## config.mk

```make
export PLATFORM = sky130hd
export DESIGN_NAME = uart_rx_fifo
export DESIGN_NICKNAME = d
export VERILOG_FILES = /design/src/rtl/uart_rx_fifo.sv
export SDC_FILE = /design/constraint.sdc
export NUM_CORES = 1
export LEC_CHECK = 0
export CAP_MARGIN = 0
export CORE_MARGIN = 1
export CORE_UTILIZATION = 26
export DETAILED_ROUTE_END_ITERATION = 10
export GPL_TIMING_DRIVEN = 0
export PLACE_DENSITY = 0.39
export SLEW_MARGIN = 25
export SYNTH_ARGS = -nofsm -noshare
export SYNTH_HDL_FRONTEND = slang
export SYNTH_SLANG_ARGS = --single-unit
```

## constraint.sdc

```tcl
create_clock -name clock -period 2.15 [get_ports clock]
set_clock_uncertainty 0.1 [all_clocks]
set_input_delay 0.5375 -clock clock [delete_from_list [all_inputs] [get_ports clock]]
set_output_delay 0.5375 -clock clock [all_outputs]
set_load 0.02 [all_outputs]
```

## src/rtl/uart_rx_fifo.sv

```systemverilog
// uart_rx_fifo: receive-side buffer behind the UART receiver.
// Pulls each completed byte out of the receiver with a one-cycle readdata
// pulse, clears receiver errors on that same pulse, and queues
// {overrun, framing, data} in a show-ahead FIFO for the host. When the FIFO
// is full it stops acknowledging, so the receiver's overrun flag reports the
// backpressure.
module uart_rx_fifo #(
  parameter int DEPTH = 16,
  parameter int AW    = 4
) (
  input  logic          clock,
  input  logic          reset,
  input  logic [7:0]    rx_data,
  input  logic          rx_ready,
  input  logic          rx_framing,
  input  logic          rx_overrun,
  output logic          rx_read,
  output logic          rx_clearerr,
  input  logic          rd,
  output logic [7:0]    dout,
  output logic          dout_framing,
  output logic          dout_overrun,
  output logic          empty,
  output logic          full,
  output logic [AW:0]   count,
  output logic          underflow,
  input  logic          clr_underflow
);

  localparam logic [0:0] S_IDLE = 1'b0;
  localparam logic [0:0] S_WAIT = 1'b1;

  logic [9:0]  r_mem [DEPTH];
  logic [AW-1:0] r_wptr;
  logic [AW-1:0] r_rptr;
  logic [AW:0] r_count;
  logic        r_empty;
  logic        r_full;
  logic [0:0]  r_state;
  logic        r_rx_read;
  logic        r_rx_clearerr;
  logic        r_underflow;

  logic        w_push;
  logic        w_pop;
  logic [AW:0] w_count_nxt;
  logic [9:0]  w_head;

  // A byte is taken only from IDLE, with a byte offered and room left; both
  // gates use the registered full flag so a same-cycle pop cannot open a slot.
  assign w_push = (r_state == S_IDLE) && rx_ready && !r_full;
  assign w_pop  = rd && !r_empty;
  assign w_head = r_mem[r_rptr];

  // Next occupancy from push/pop; a simultaneous push and pop cancel out.
  // NOTE: every always_comb output gets a default first, so no path can
  // leave it unassigned and infer a latch.
  always_comb begin
    w_count_nxt = r_count;
    if (w_push && !w_pop) begin
      w_count_nxt = r_count + (AW+1)'(1);
    end else if (!w_push && w_pop) begin
      w_count_nxt = r_count - (AW+1)'(1);
    end
  end

  // Entry storage, written on each captured byte.
  // NOTE: the storage array has no reset; empty gates what the host sees, so
  // stale contents are never observable and the array can map to plain RAM.
  always_ff @(posedge clock) begin
    if (w_push) begin
      r_mem[r_wptr] <= {rx_overrun, rx_framing, rx_data};
    end
  end

  // Pointers, occupancy and the registered empty/full flags.
  // NOTE: sequential state uses non-blocking assignments only, so every
  // register here sees the pre-edge values of all the others.
  always_ff @(posedge clock or negedge reset) begin
    if (!reset) begin
      r_wptr  <= '0;
      r_rptr  <= '0;
      r_count <= '0;
      r_empty <= 1'b1;
      r_full  <= 1'b0;
    end else begin
      if (w_push) r_wptr <= r_wptr + AW'(1);
      if (w_pop)  r_rptr <= r_rptr + AW'(1);
      r_count <= w_count_nxt;
      r_empty <= (w_count_nxt == '0);
      r_full  <= (w_count_nxt == (AW+1)'(DEPTH));
    end
  end

  // Pull handshake: pulse readdata (and clearerr on error) on capture, then
  // wait for the receiver to drop dataready before taking another byte.
  always_ff @(posedge clock or negedge reset) begin
    if (!reset) begin
      r_state       <= S_IDLE;
      r_rx_read     <= 1'b0;
      r_rx_clearerr <= 1'b0;
    end else begin
      r_rx_read     <= 1'b0;
      r_rx_clearerr <= 1'b0;
      case (r_state)
        S_IDLE: begin
          if (w_push) begin
            r_rx_read     <= 1'b1;
            r_rx_clearerr <= rx_framing | rx_overrun;
            r_state       <= S_WAIT;
          end
        end
        default: begin
          if (!rx_ready) r_state <= S_IDLE;
        end
      endcase
    end
  end

  // Sticky underflow: set on a pop of an empty FIFO, set beats clear.
  always_ff @(posedge clock or negedge reset) begin
    if (!reset) begin
      r_underflow <= 1'b0;
    end else if (rd && r_empty) begin
      r_underflow <= 1'b1;
    end else if (clr_underflow) begin
      r_underflow <= 1'b0;
    end
  end

  assign rx_read      = r_rx_read;
  assign rx_clearerr  = r_rx_clearerr;
  assign dout         = r_empty ? 8'h00 : w_head[7:0];
  assign dout_framing = r_empty ? 1'b0  : w_head[8];
  assign dout_overrun = r_empty ? 1'b0  : w_head[9];
  assign empty        = r_empty;
  assign full         = r_full;
  assign count        = r_count;
  assign underflow    = r_underflow;

endmodule

```

==> flow_summary_export.csv, run 1 <==
group,metric,value,unit
timing,max_clock_freq,0.349,GHz
timing,rsz0062_at_grt,"true",
worst_setup_path,crit_required,1.51,ns
outcome,outcome,"complete, but fails checks",
run,maxCapViolations,0,
timing,drv_slew,0,
floorplan,die_h,168,um
worst_setup_path,critPathKind,"reg2out",
floorplan,io_pins,35,
yosys,synth-main-ff-cell,"edfxtp_1",
route,vias,3492,
timing,hold_viol,0,
clock_tree,clock_sinks,179,
grt,overflow,0,
timing,setup_violations,10,
worst_setup_path,worst_path_max_delay_cell,"mux4_2",
worst_setup_path,worstPathCellList,"buf_12 -> clkbuf_16 -> mux4_2 -> mux2i_2 -> o22ai_2 -> buf_6",
route,drc,0,
timing,slew-limit-headroom,0.521,
grt,antenna_found_initial,0,
route,firstDrtPassIters,4,
yosys,synth_top_cell_by_area,"edfxtp_1",
finish,design_area,9070,um^2
placed_design,place_hpwl,10200,um
placed_design,dpl_cell_area,8000,um^2
power_and_ir_drop,totalPowerFinal,12.4,mW
route,ant_nets,0,
min_path,worst_hold_path_type,"reg2reg",
route,routed_wl,17100,um
yosys,ys_types,39,
finish,area_delta_synth_final,27.2,%
grt,grt_max_degree,20,
power_and_ir_drop,powerDensity,1360,nW/um^2
clock_tree,clock_path_buffers,2,
placed_design,io_buffers,34,
timing,fin_crit,2.86,ns
yosys,syn_area_per_cell,20.2,um^2
worst_setup_path,cpPeakStageDelay,0.53,ns
finish,utilization,0.337,
timing,worst_slew_pin_slew,0.718,ns
route,wl_per_cell,22.0,um
clock_tree,insertion_delay,0.42,ns
yosys,synth_area,7130,um^2
grt,grt_pass1_wl,24700,um
clock_tree,cts_tree,"done",
yosys,synthArstFlopShare,0.106,
finish,nets,445,
yosys,yosys_warnings,0,
clock_tree,cts_buffers,17,
finish,diodes,0,
floorplan,core-area,27000,um^2
power_and_ir_drop,p_leak,3.01,nW
yosys,synth_area_leaders,"edfxtp_1, mux4_2, dfrtp_1, mux2i_1, and2_1",
worst_setup_path,cp_top_family,"multiplexers",
yosys,syn_inst,353,
timing,layout_setup_ws,-0.713,ns
floorplan,die-area,28100,um^2
worst_setup_path,path_buf_inv,3,
route,vias_per_cell,4.50,
yosys,synth-seq-cells,179,
route,drtIter0Drc,210,
clock_tree,htreeDepth,4,
yosys,synth_top_area_frac,0.674,
finish,num-fill-cells,2558,
yosys,syn-num-nets,375,
outcome,violations,"negative setup slack",
grt,grt_pass1_vias,3783,
yosys,synth_common_cells,"edfxtp_1, mux4_2, mux2i_1",
floorplan,rows,60,
power_and_ir_drop,max-vdd-ir-drop,479,uV
clock_tree,clockRootBuffer,"clkbuf_16",
timing,fin_crit_sh,1.33,
worst_setup_path,start_kind,"flop",
grt,grt_util_all_layers,0.126,
yosys,ys_seq_area_frac,0.741,
finish,layout-drive-gt1-share,0.389,
floorplan,die_w,168,um
worst_setup_path,cp_max_fo,5,
yosys,yosys.cell_count.top_type,"edfxtp_1",
floorplan,start_util,0.265,
placed_design,place_congestion,0.745,
worst_setup_path,cp.arrival,2.23,ns
yosys,synth_edf_count,160,
clock_tree,clk_pin_slew,0.07,ns
worst_setup_path,worstSetupEndpointType,"primary output",
==> cells by family after synthesis <==
kind of cell	after synthesis	share of synthesized area
xor gates and xnor gates	10	0.0133
muxes	60	0.154
AOI/OAI and AO/OA	21	0.0209
DFF	179	0.741
adders and majority gates	7	0.0123
and+or+nand+nor	51	0.0425
buffers and inverters	25	0.0161
==> cell type report <==
type,instances,area [um^2],area share
inverters,7,31.3,0.00345
clock buffers,17,425,0.0469
clock inverters,14,145,0.0160
plain buffers,14,183,0.0201
multi-input cells,153,2040,0.225
well taps,341,427,0.0470
flip-flops and latches,179,5280,0.582
repair buffers,51,536,0.0590
==> layout by cell type, fill, tap and decap left out, types with 10 or more instances in the layout <==
cell and instances:
buf_6 10, clkbuf_16 21, edfxtp_1 160, dfrtp_1 17, and2_4 20, o22ai_2 10, mux4_2 40, mux2i_4 10
buf_4 12, clkdlybuf4s50_1 17
==> per-stage QoR <==
stage / hold WS (ns) / worst slack (ns) / setup TNS (ns) / cells
floorplan: 0.142 / 0.00462 / 0 / 353
global placement: 0.378 / -1.20 / -127.46 / 728
detailed placement: 0.383 / -1.25 / -131.87 / 728
CTS: 0.392 / -0.772 / -7.33 / 773
global route: 0.395 / -0.784 / -7.65 / 776
finish: 0.389 / -0.713 / -6.82 / 776
==> power breakdown <==
part / switching [mW] / leakage [nW] / internal, mW / total [mW]
Clock: 1.40 / 0.272 / 1.63 / 3.03
Sequential: 0.249 / 1.67 / 4.11 / 4.36
Combinational: 2.50 / 1.06 / 2.48 / 4.98
==> registers in the layout, indices dropped and copies added, names as in the netlist <==
signal and flops:
r_state 1, r_rptr 4, r_wptr 4, count 5, full 1, rx_read 1, empty 1, rx_clearerr 1
underflow 1, r_mem 160
==> timing repair <==
action | in CTS | in global routing
setup buffers | 11 | 1
resized for setup | 119 | 30
gates cloned | 4 | 4
endpoints found under the hold margin | 0 | 18
pin swaps | 5 | 1
hold buffers | 0 | 1
endpoints found under the setup margin | 175 | 120
==> metal layers <==
layer	GRT usage	vias to the layer above	share of wire
li1	-	1566	-
met3	0.0265	10	0.039
met2	0.206	63	0.49
met1	0.166	1853	0.46
met5	0	-	0
met4	0.0419	0	0.012
==> final timing paths <==
path | start | end | slack (ns) | depth (start not counted)
min reg2reg | full$_DFF_PN0_ | r_state$_DFF_PN0_ | 0.39 | 1
max in group asynchronous | reset | empty$_DFF_PN1_ | 1.10 | 2
max reg2reg | full$_DFF_PN0_ | r_mem[9][5]$_DFFE_PP_ | 0.08 | 6
min | full$_DFF_PN0_ | r_state$_DFF_PN0_ | 0.39 | 1
max | r_rptr[0]$_DFFE_PN0P_ | dout[2] | -0.71 | 6
min in group asynchronous | reset | underflow$_DFFE_PN0P_ | 0.50 | 2
No activity file was read; power rests on OpenSTA's default activity.
==> run 2, diff against run 1 <==
--- a/config.mk
+++ b/config.mk
@@ -8,6 +8,7 @@
 export CAP_MARGIN = 0
 export CORE_MARGIN = 1
 export CORE_UTILIZATION = 26
+export CTS_BUF_LIST = sky130_fd_sc_hd__clkbuf_4 sky130_fd_sc_hd__clkbuf_8 sky130_fd_sc_hd__clkbuf_16
 export DETAILED_ROUTE_END_ITERATION = 10
 export GPL_TIMING_DRIVEN = 0
 export PLACE_DENSITY = 0.39
==> results of run 2 <==
The final DEF is identical to that of run 1; final timing and power are the same.
==> run 3, diff against run 2 <==
--- a/config.mk
+++ b/config.mk
@@ -5,6 +5,7 @@
 export SDC_FILE = /design/constraint.sdc
 export NUM_CORES = 1
 export LEC_CHECK = 0
+export ABC_AREA = 0
 export CAP_MARGIN = 0
 export CORE_MARGIN = 1
 export CORE_UTILIZATION = 26
@@ -12,7 +13,6 @@
 export DETAILED_ROUTE_END_ITERATION = 10
 export GPL_TIMING_DRIVEN = 0
 export PLACE_DENSITY = 0.39
-export SLEW_MARGIN = 25
 export SYNTH_ARGS = -nofsm -noshare
 export SYNTH_HDL_FRONTEND = slang
 export SYNTH_SLANG_ARGS = --single-unit
==> flow_summary_export.csv, run 3 (synthesized netlist as in run 1, its figures left out) <==
group,metric,value,unit
run,maxCapViolations,0,
power_and_ir_drop,max-vdd-ir-drop,478,uV
timing,hold_viol,0,
finish,largest_register,"r_mem",
timing,max_clock_freq,0.349,GHz
min_path,worst_hold_path_type,"reg2reg",
power_and_ir_drop,powerDensity,1360,nW/um^2
worst_setup_path,r2r-start,"full$_DFF_PN0_",
clock_tree,cts_buffers,17,
outcome,violations,"negative setup slack",
placed_design,place_congestion,0.745,
timing,drv_slew,0,
clock_tree,clk_pin_slew,0.07,ns
timing,fin_hold_ws,0.389,ns
route,firstDrtPassIters,4,
timing,fin_crit_sh,1.33,
worst_setup_path,start_kind,"flop",
clock_tree,clock_sinks,179,
floorplan,die-area,28100,um^2
timing,fin_crit,2.86,ns
worst_setup_path,cp.arrival,2.22,ns
grt,grt_util_all_layers,0.126,
floorplan,start_util,0.265,
worst_setup_path,crit_required,1.51,ns
grt,grt_pass1_wl,24700,um
timing,worst_slew_pin_slew,0.944,ns
finish,mostFrequentLayoutCells,"edfxtp_1, mux4_2, clkbuf_16",
floorplan,die_h,168,um
worst_setup_path,reg2reg_slack,0.08,ns
clock_tree,ctsHoldBuffers,0,
route,wl_per_cell,22.0,um
floorplan,rows,60,
route,ant_nets,0,
worst_setup_path,cp_max_fo,5,
grt,grt_pass1_vias,3783,
finish,layout-drive-gt1-share,0.387,
worst_setup_path,worstSetupStartpoint,"r_rptr[0]$_DFFE_PN0P_",
power_and_ir_drop,totalPowerFinal,12.4,mW
clock_tree,clock_path_buffers,2,
grt,antenna_found_initial,0,
route,drc,0,
finish,final_common_cell,"edfxtp_1",
timing,rsz0062_at_grt,"true",
finish,area_delta_synth_final,27.1,%
grt,overflow,0,
finish,diodes,0,
finish,largest_reg_flops,160,
worst_setup_path,crit_end,"dout[2]",
finish,num-fill-cells,2557,
worst_setup_path,critPathKind,"reg2out",
clock_tree,clockRootBuffer,"clkbuf_16",
worst_setup_path,r2r_cells,6,
floorplan,die_w,168,um
clock_tree,insertion_delay,0.42,ns
placed_design,place_hpwl,10200,um
route,vias_per_cell,4.51,
route,vias,3496,
placed_design,io_buffers,34,
clock_tree,htreeDepth,4,
worst_setup_path,reg2reg_to,"r_mem[9][5]$_DFFE_PP_",
grt,grt_max_degree,20,
timing,finalSetupTns,-6.83,ns
outcome,outcome,"complete, but fails checks",
timing,slew-limit-headroom,0.368,
route,drtIter0Drc,207,
finish,utilization,0.336,
worst_setup_path,worstSetupEndpointType,"primary output",
floorplan,core-area,27000,um^2
floorplan,io_pins,35,
timing,layout_setup_ws,-0.711,ns
route,routed_wl,17000,um
power_and_ir_drop,p_leak,3.00,nW
clock_tree,cts_tree,"done",
finish,nets,444,
timing,setup_violations,10,
-- run 3: changes by cell type in the layout (fill, tap and decap cells not counted) --
cell,before,now
clkdlybuf4s50_1,17,18
dlygate4sd3_1,1,0
buf_2,4,3
-- run 3: layout make-up --
| type | instances | area [um^2] | share of cell area |
|---|---|---|---|
| clock inverter | 14 | 145 | 0.0160 |
| buffer | 14 | 183 | 0.0201 |
| timing repair buffer | 50 | 531 | 0.0585 |
| multi-input combinational | 153 | 2040 | 0.225 |
| clock buffer | 17 | 425 | 0.0469 |
| sequential | 179 | 5280 | 0.583 |
| tap | 341 | 427 | 0.0471 |
| inverter | 7 | 31.3 | 0.00345 |
-- run 3: how the worst min path moves through the flow --
stage                         from                  to  slack [ns]  depth (start not counted)
finish              full$_DFF_PN0_   r_state$_DFF_PN0_        0.39                          1
floorplan                    reset  count[0]$_DFF_PN0_        0.14                          0
global route              rx_ready   r_state$_DFF_PN0_        0.40                          2
global placement    full$_DFF_PN0_   r_state$_DFF_PN0_        0.38                          1
CTS                       rx_ready   r_state$_DFF_PN0_        0.39                          2
detailed placement  full$_DFF_PN0_   r_state$_DFF_PN0_        0.38                          1
-- run 3: worst max-delay path: stages, from the launching register on --
cell	delay, ns
dfrtp_2	0.44
buf_12	0.16
clkbuf_16	0.16
mux4_2	0.53
mux2i_2	0.20
o22ai_2	0.12
buf_6	0.18
-- run 3: stage by stage --
step / std cells / instance area, um^2 / setup slack [ns]
after floorplan: 353 / 7240 / 0.00462
after global placement: 728 / 8000 / -1.20
after detailed placement: 728 / 8000 / -1.25
after CTS: 773 / 8890 / -0.772
after global routing: 775 / 9070 / -0.784
final: 775 / 9070 / -0.711
-- run 3: report_power, final --
group	internal [mW]	leakage (nW)	switching [mW]
sequential	4.11	1.67	0.249
clock	1.63	0.272	1.40
combinational	2.48	1.06	2.50
-- run 3: routing by layer --
layer | global-route usage | part of all wire | vias to the layer above
met4 | 0.0419 | 0.012 | 0
met3 | 0.0265 | 0.041 | 10
li1 | - | - | 1564
met2 | 0.206 | 0.49 | 65
met5 | 0 | 0 | -
met1 | 0.166 | 0.46 | 1857
-- run 3: what timing repair did --
action                                 in CTS  in global routing
endpoints found under the hold margin       0                  0
resized for setup                         119                 30
pin swaps                                   5                  1
cloned                                      4                  4
setup endpoints to repair                 175                120
setup buffers                              11                  1
